### src/rtl/checkpoint_ctrl.sv
// Checkpoint controller for the speculative register file: allocates checkpoint
// slots per branch, retires them in order and issues one-cycle rollbacks.
module checkpoint_ctrl #(
  parameter int name_width = 1,
  parameter int idx_width  = 2
) (
  input  logic                  CLK,
  input  logic                  RST,
  input  logic                  BR_VALID,
  output logic                  BR_READY,
  output logic [idx_width-1:0]  BR_ID,
  input  logic                  RES_VALID,
  input  logic [idx_width-1:0]  RES_ID,
  input  logic                  RES_MISPRED,
  output logic                  RES_READY,
  output logic                  CHK_E,
  input  logic [name_width-1:0] CHK_IN,
  output logic                  ROLLBK_E,
  output logic                  DO_ROLL,
  output logic                  DO_REL,
  output logic [name_width-1:0] ROLLBK_OUT,
  output logic                  FLUSH,
  output logic [idx_width:0]    COUNT
);

  localparam int DEPTH = 2 ** idx_width;
  localparam logic [idx_width:0] DEPTH_C = (idx_width + 1)'(DEPTH);

  typedef enum logic {RUN = 1'b0, ROLL = 1'b1} state_t;

  state_t                state_r, state_next_s;
  logic [name_width-1:0] name_r [DEPTH];
  logic [DEPTH-1:0]      valid_r, done_r, valid_next_s, done_next_s;
  logic [DEPTH-1:0]      head_oh_s, tail_oh_s, res_oh_s, squash_s;
  logic [idx_width-1:0]  head_r, tail_r, head_next_s, tail_next_s, koff_s;
  logic [idx_width:0]    count_r, count_next_s;
  logic [name_width-1:0] rb_name_r;
  logic                  run_s, slot_live_s, release_s, correct_s, mispred_s;
  logic                  br_ready_s, accept_s;

  // Event decode and next-value computation for the slot table
  always_comb begin
    run_s       = (state_r == RUN);
    slot_live_s = valid_r[RES_ID] && !done_r[RES_ID];
    release_s   = run_s && valid_r[head_r] && done_r[head_r];
    correct_s   = run_s && RES_VALID && !RES_MISPRED && slot_live_s;
    mispred_s   = run_s && RES_VALID && RES_MISPRED && slot_live_s;
    br_ready_s  = run_s && (count_r != DEPTH_C) && !(RES_VALID && RES_MISPRED);
    accept_s    = BR_VALID && br_ready_s;
    head_oh_s   = release_s ? (DEPTH'(1'b1) << head_r) : '0;
    tail_oh_s   = accept_s  ? (DEPTH'(1'b1) << tail_r) : '0;
    res_oh_s    = correct_s ? (DEPTH'(1'b1) << RES_ID) : '0;
    head_next_s = head_r + idx_width'(release_s);
    koff_s      = RES_ID - head_r;
    // Squash k and everything younger: age is the distance from head
    for (int i = 0; i < DEPTH; i++) begin
      squash_s[i] = mispred_s && ((idx_width'(i) - head_r) >= koff_s);
    end
    valid_next_s = (valid_r & ~head_oh_s & ~squash_s) | tail_oh_s;
    done_next_s  = (done_r & ~head_oh_s & ~squash_s & ~tail_oh_s) | res_oh_s;
    if (mispred_s) begin
      tail_next_s  = RES_ID;
      count_next_s = {1'b0, RES_ID - head_next_s};
    end else begin
      tail_next_s  = tail_r + idx_width'(accept_s);
      count_next_s = count_r + (idx_width + 1)'(accept_s) - (idx_width + 1)'(release_s);
    end
  end

  // FSM next state and RF command outputs
  always_comb begin
    state_next_s = state_r;
    ROLLBK_E     = 1'b0;
    DO_ROLL      = 1'b0;
    DO_REL       = 1'b0;
    FLUSH        = 1'b0;
    ROLLBK_OUT   = '0;
    case (state_r)
      RUN: begin
        if (mispred_s) begin
          state_next_s = ROLL;
        end else begin
          state_next_s = RUN;
        end
        if (release_s) begin
          ROLLBK_E   = 1'b1;
          DO_REL     = 1'b1;
          ROLLBK_OUT = name_r[head_r];
        end else begin
          ROLLBK_OUT = '0;
        end
      end
      ROLL: begin
        state_next_s = RUN;
        ROLLBK_E     = 1'b1;
        DO_ROLL      = 1'b1;
        FLUSH        = 1'b1;
        ROLLBK_OUT   = rb_name_r;
      end
      default: begin
        state_next_s = RUN;
      end
    endcase
  end

  // FSM state register
  always_ff @(posedge CLK or negedge RST) begin
    if (!RST) begin
      state_r <= RUN;
    end else begin
      state_r <= state_next_s;
    end
  end

  // Slot table, pointers and latched rollback name
  always_ff @(posedge CLK or negedge RST) begin
    if (!RST) begin
      valid_r   <= '0;
      done_r    <= '0;
      head_r    <= '0;
      tail_r    <= '0;
      count_r   <= '0;
      rb_name_r <= '0;
      for (int i = 0; i < DEPTH; i++) begin
        name_r[i] <= '0;
      end
    end else begin
      valid_r <= valid_next_s;
      done_r  <= done_next_s;
      head_r  <= head_next_s;
      tail_r  <= tail_next_s;
      count_r <= count_next_s;
      if (accept_s) begin
        name_r[tail_r] <= CHK_IN;
      end
      if (mispred_s) begin
        rb_name_r <= name_r[RES_ID];
      end
    end
  end

  assign BR_READY  = br_ready_s;
  assign BR_ID     = tail_r;
  assign RES_READY = run_s;
  assign CHK_E     = accept_s;
  assign COUNT     = count_r;

endmodule

### config.mk
export PLATFORM = sky130hd
export DESIGN_NAME = checkpoint_ctrl
export DESIGN_NICKNAME = d
export VERILOG_FILES = /design/src/rtl/checkpoint_ctrl.sv
export SDC_FILE = /design/constraint.sdc
export NUM_CORES = 1
export LEC_CHECK = 0
export CELL_PAD_IN_SITES_DETAIL_PLACEMENT = 1
export CELL_PAD_IN_SITES_GLOBAL_PLACEMENT = 2
export CORE_ASPECT_RATIO = 0.6
export CORE_UTILIZATION = 38
export DETAILED_ROUTE_END_ITERATION = 10
export GPL_ROUTABILITY_DRIVEN = 0
export PLACE_DENSITY = 0.84
export REMOVE_ABC_BUFFERS = 1
export SETUP_SLACK_MARGIN = 0.5
export SLEW_MARGIN = 20
export SYNTH_ARGS = -nofsm -noshare
export SYNTH_HDL_FRONTEND = slang
export SYNTH_SLANG_ARGS = --single-unit
### constraint.sdc
create_clock -name CLK -period 5.2 [get_ports CLK]
set_input_delay 0.52 -clock CLK [delete_from_list [all_inputs] [get_ports CLK]]
set_output_delay 0.52 -clock CLK [all_outputs]
set_load 0.05 [all_outputs]
==> flow_summary_export.csv <==
group,metric,value,unit
yosys,yosysSeqAreaShare,34.45,%
detailed_routing,wl_per_cell,19.91,microns
yosys,syn_inst,143,
power,leakagePower,0.7710,nW
sta,worstMarginPinSlew,0.9448,ns
yosys,avgSynthCellArea,10.67,sq um
sta,setup-violations-final,0,
clock_network,postCtsSetupBuffers,0,
finish,nets,183,
hold_path,min-delay-start,"rb_name_r",
worst_setup_path,critPathCaptureType,"primary output",
global_routing,grt_pass1_vias,1253,
sta,final.setup.tns,0,ns
clock_network,cts_made_buffers,3,
sta,max_freq,329.5,MHz
finish,fillers,416,
detailed_routing,via_per_inst,5.727,
sta,fin_crit,3.035,ns
worst_setup_path,cpPeakStageDelay,0.79,ns
hold_path,min_delay_worst_endpoint,"rb_name_r",
yosys,ys_types,46,
global_routing,track_usage,21.33,%
finish,num_antenna_cells,0,
placement,placed_cell_area,1758,sq um
finish,fin_area,1804,sq um
floorplan,die_area,4280,sq um
worst_setup_path,worst_r2r_startpoint,"head_r[0]",
detailed_routing,wl_met2,1790,microns
worst_setup_path,startpoint,"head_r[0]",
sta,rsz0062_at_grt,"false",
sta,timing.hold.ws,0.5270,ns
worst_setup_path,rrSetupSlack,2.58,ns
clock_network,cts_tree,"built",
clock_network,htree_num_levels,1,
sta,report.final.slew_viol_count,0,
yosys,yosys_warnings,0,
floorplan,placementRows,17,
floorplan,die_w,83.79,microns
placement,dp_cells,205,
yosys,netlist_top_cells_count,"dfrtp_1 (21), inv_1 (12), ha_1 (11)",
power,vdd_ir_drop_max,0.3249,mV
finish,post_route_cells_drive_above_1_share,13.58,%
global_routing,overflow,0,
sta,worst_clock_skew,0.003898,ns
yosys,synth.ff_latch_count,21,
power,pwr_density_cell,668.5,nW/um^2
floorplan,coreArea,3744,sq um
worst_setup_path,slowest_stage,"clkdlybuf4s50_1",
clock_network,insertion_delay,0.26,ns
global_routing,grt_max_degree,22,
finish,syn2layout_area_growth,18.29,%
detailed_routing,top_layer,"met4",
worst_setup_path,path_cells,"nand4bb_1 > a41oi_2 > a22o_1 > clkdlybuf4s50_1",
worst_setup_path,r2r-end,"COUNT[1]",
yosys,synthDominantCellAreaShare,34.45,%
detailed_routing,drt_wl_total,4161,microns
hold_path,min_path_type,"register to register",
yosys,ys_top_cells_by_area,"dfrtp_1 (34%), ha_1 (9.0%), mux4_2 (5.9%)",
detailed_routing,dr.pass1.iters,4,
clock_network,cts.sinks,21,
placement,io_buffers,20,
worst_setup_path,critPathKind,"register to primary output",
floorplan,start_util,40.74,%
yosys,yosysMostFrequentCell,"dfrtp_1",
yosys,synth_edf_count,0,
sta,finalHoldViolations,0,
detailed_routing,wirelength_met1,2101,microns
floorplan,die_height,51.08,microns
floorplan,io_pins,21,
status,status,"finished clean",
detailed_routing,drcViolationCount,0,
clock_network,hold_buffers,0,
placement,place_hpwl,3427,microns
clock_network,clkTransAtPathRegs,0.08,ns
detailed_routing,routed-via-count,1197,
worst_setup_path,required,4.68,ns
detailed_routing,wl_met3,211,microns
detailed_routing,ant_nets,0,
worst_setup_path,rr_worst_depth,7,
run,cap_violations,0,
yosys,synthArstFlopShare,100.0,%
global_routing,antenna_found_initial,0,
yosys,synth_top_cell_by_area,"dfrtp_1",
global_routing,grt_pass1_wl,6748,microns
worst_setup_path,cp_max_fo,12,
hold_path,hold_depth,1,
clock_network,root_buffer,"clkbuf_8",
clock_network,cts_resized,0,
worst_setup_path,worstSetupStartpointType,"register",
detailed_routing,drtIter0Drc,42,
finish,fin_cells,209,
sta,relSlewSlack,36.82,%
sta,period_share,58.36,%
clock_network,clockBufferDepth,2,
yosys,syn-cell-area,1525,sq um
yosys,synth_ff_type,"dfrtp_1",
worst_setup_path,cp.arrival,2.51,ns
## cell usage in the layout, fill, tap and decap left out, types with 4 or more instances in the layout
cell type        instances
and2_1                   4
clkdlybuf4s50_1         20
dfrtp_1                 21
ha_1                    11
inv_1                   12
mux2_2                   4
mux4_2                   4
nand2b_1                 4
nand3_1                  5
nor2b_1                  4
o31ai_1                  5
xnor2_1                  7
## critical path: cells and delay by family, from the launching register on
family	cells	cell delay, ns
flip-flops	1	0.53
AND/OR/NAND/NOR	1	0.32
buffers and inverters	1	0.79
AO/OA/AOI/OAI	2	0.62
## metrics by stage
step | util (%) | power, mW | worst slack (ns)
after floorplan | - | 0.8589 | 2.517
after global placement | 46.96 | 1.069 | 2.322
after detailed placement | 46.96 | 1.099 | 2.218
after CTS | 48.20 | 1.210 | 2.158
after global routing | 48.20 | 1.305 | 2.055
final | 48.20 | 1.206 | 2.165
## power breakdown
| part | total (mW) | internal [mW] | switching, mW |
|---|---|---|---|
| Combinational | 0.737 | 0.333 | 0.404 |
| Clock | 0.105 | 0.0533 | 0.0517 |
| Sequential | 0.364 | 0.242 | 0.122 |
## routing by layer
metal,GRT usage (%),vias to the layer above
met3,5.331,8
met4,5.085,0
li1,-,558
met2,31.84,29
met5,0,-
met1,30.89,602
## state kept, by name, summed over array words and instances, names as in the netlist
| signal | flops |
|---|---|
| head_r | 2 |
| COUNT | 3 |
| valid_r | 4 |
| rb_name_r | 1 |
| BR_ID | 2 |
| state_r | 1 |
| done_r | 4 |
| name_r | 4 |
## area by class of cell
class | count | area, sq um | share of cell area [%]
sequential | 21 | 525.5 | 29.13
clock inverter | 1 | 5.005 | 0.2774
multi-input combinational | 104 | 924.6 | 51.25
timing repair buffer | 20 | 200.2 | 11.10
tap | 47 | 58.81 | 3.259
inverter | 13 | 48.80 | 2.705
clock buffer | 3 | 41.29 | 2.288
## kinds of logic after synthesis
kind of cell    Yosys count  synth area share [%]
flops                    21                 34.45
fa+ha+maj                14                 11.65
simple gates             46                 19.85
buf+inv                  18                 4.921
xor+xnor                  9                 5.168
mux                      11                 11.48
compound gates           24                 12.47
## how the worst max path moves through the flow
stage,endpoint,slack (ns),cells after the start
3_5_place_dp,CHK_E,2.22,5
2_1_floorplan,COUNT[2],2.52,8
4_1_cts,ROLLBK_OUT,2.16,4
3_3_place_gp,CHK_E,2.32,5
5_1_grt,ROLLBK_OUT,2.05,4
6_report,ROLLBK_OUT,2.17,4
Power figures use the tool's default switching activity.
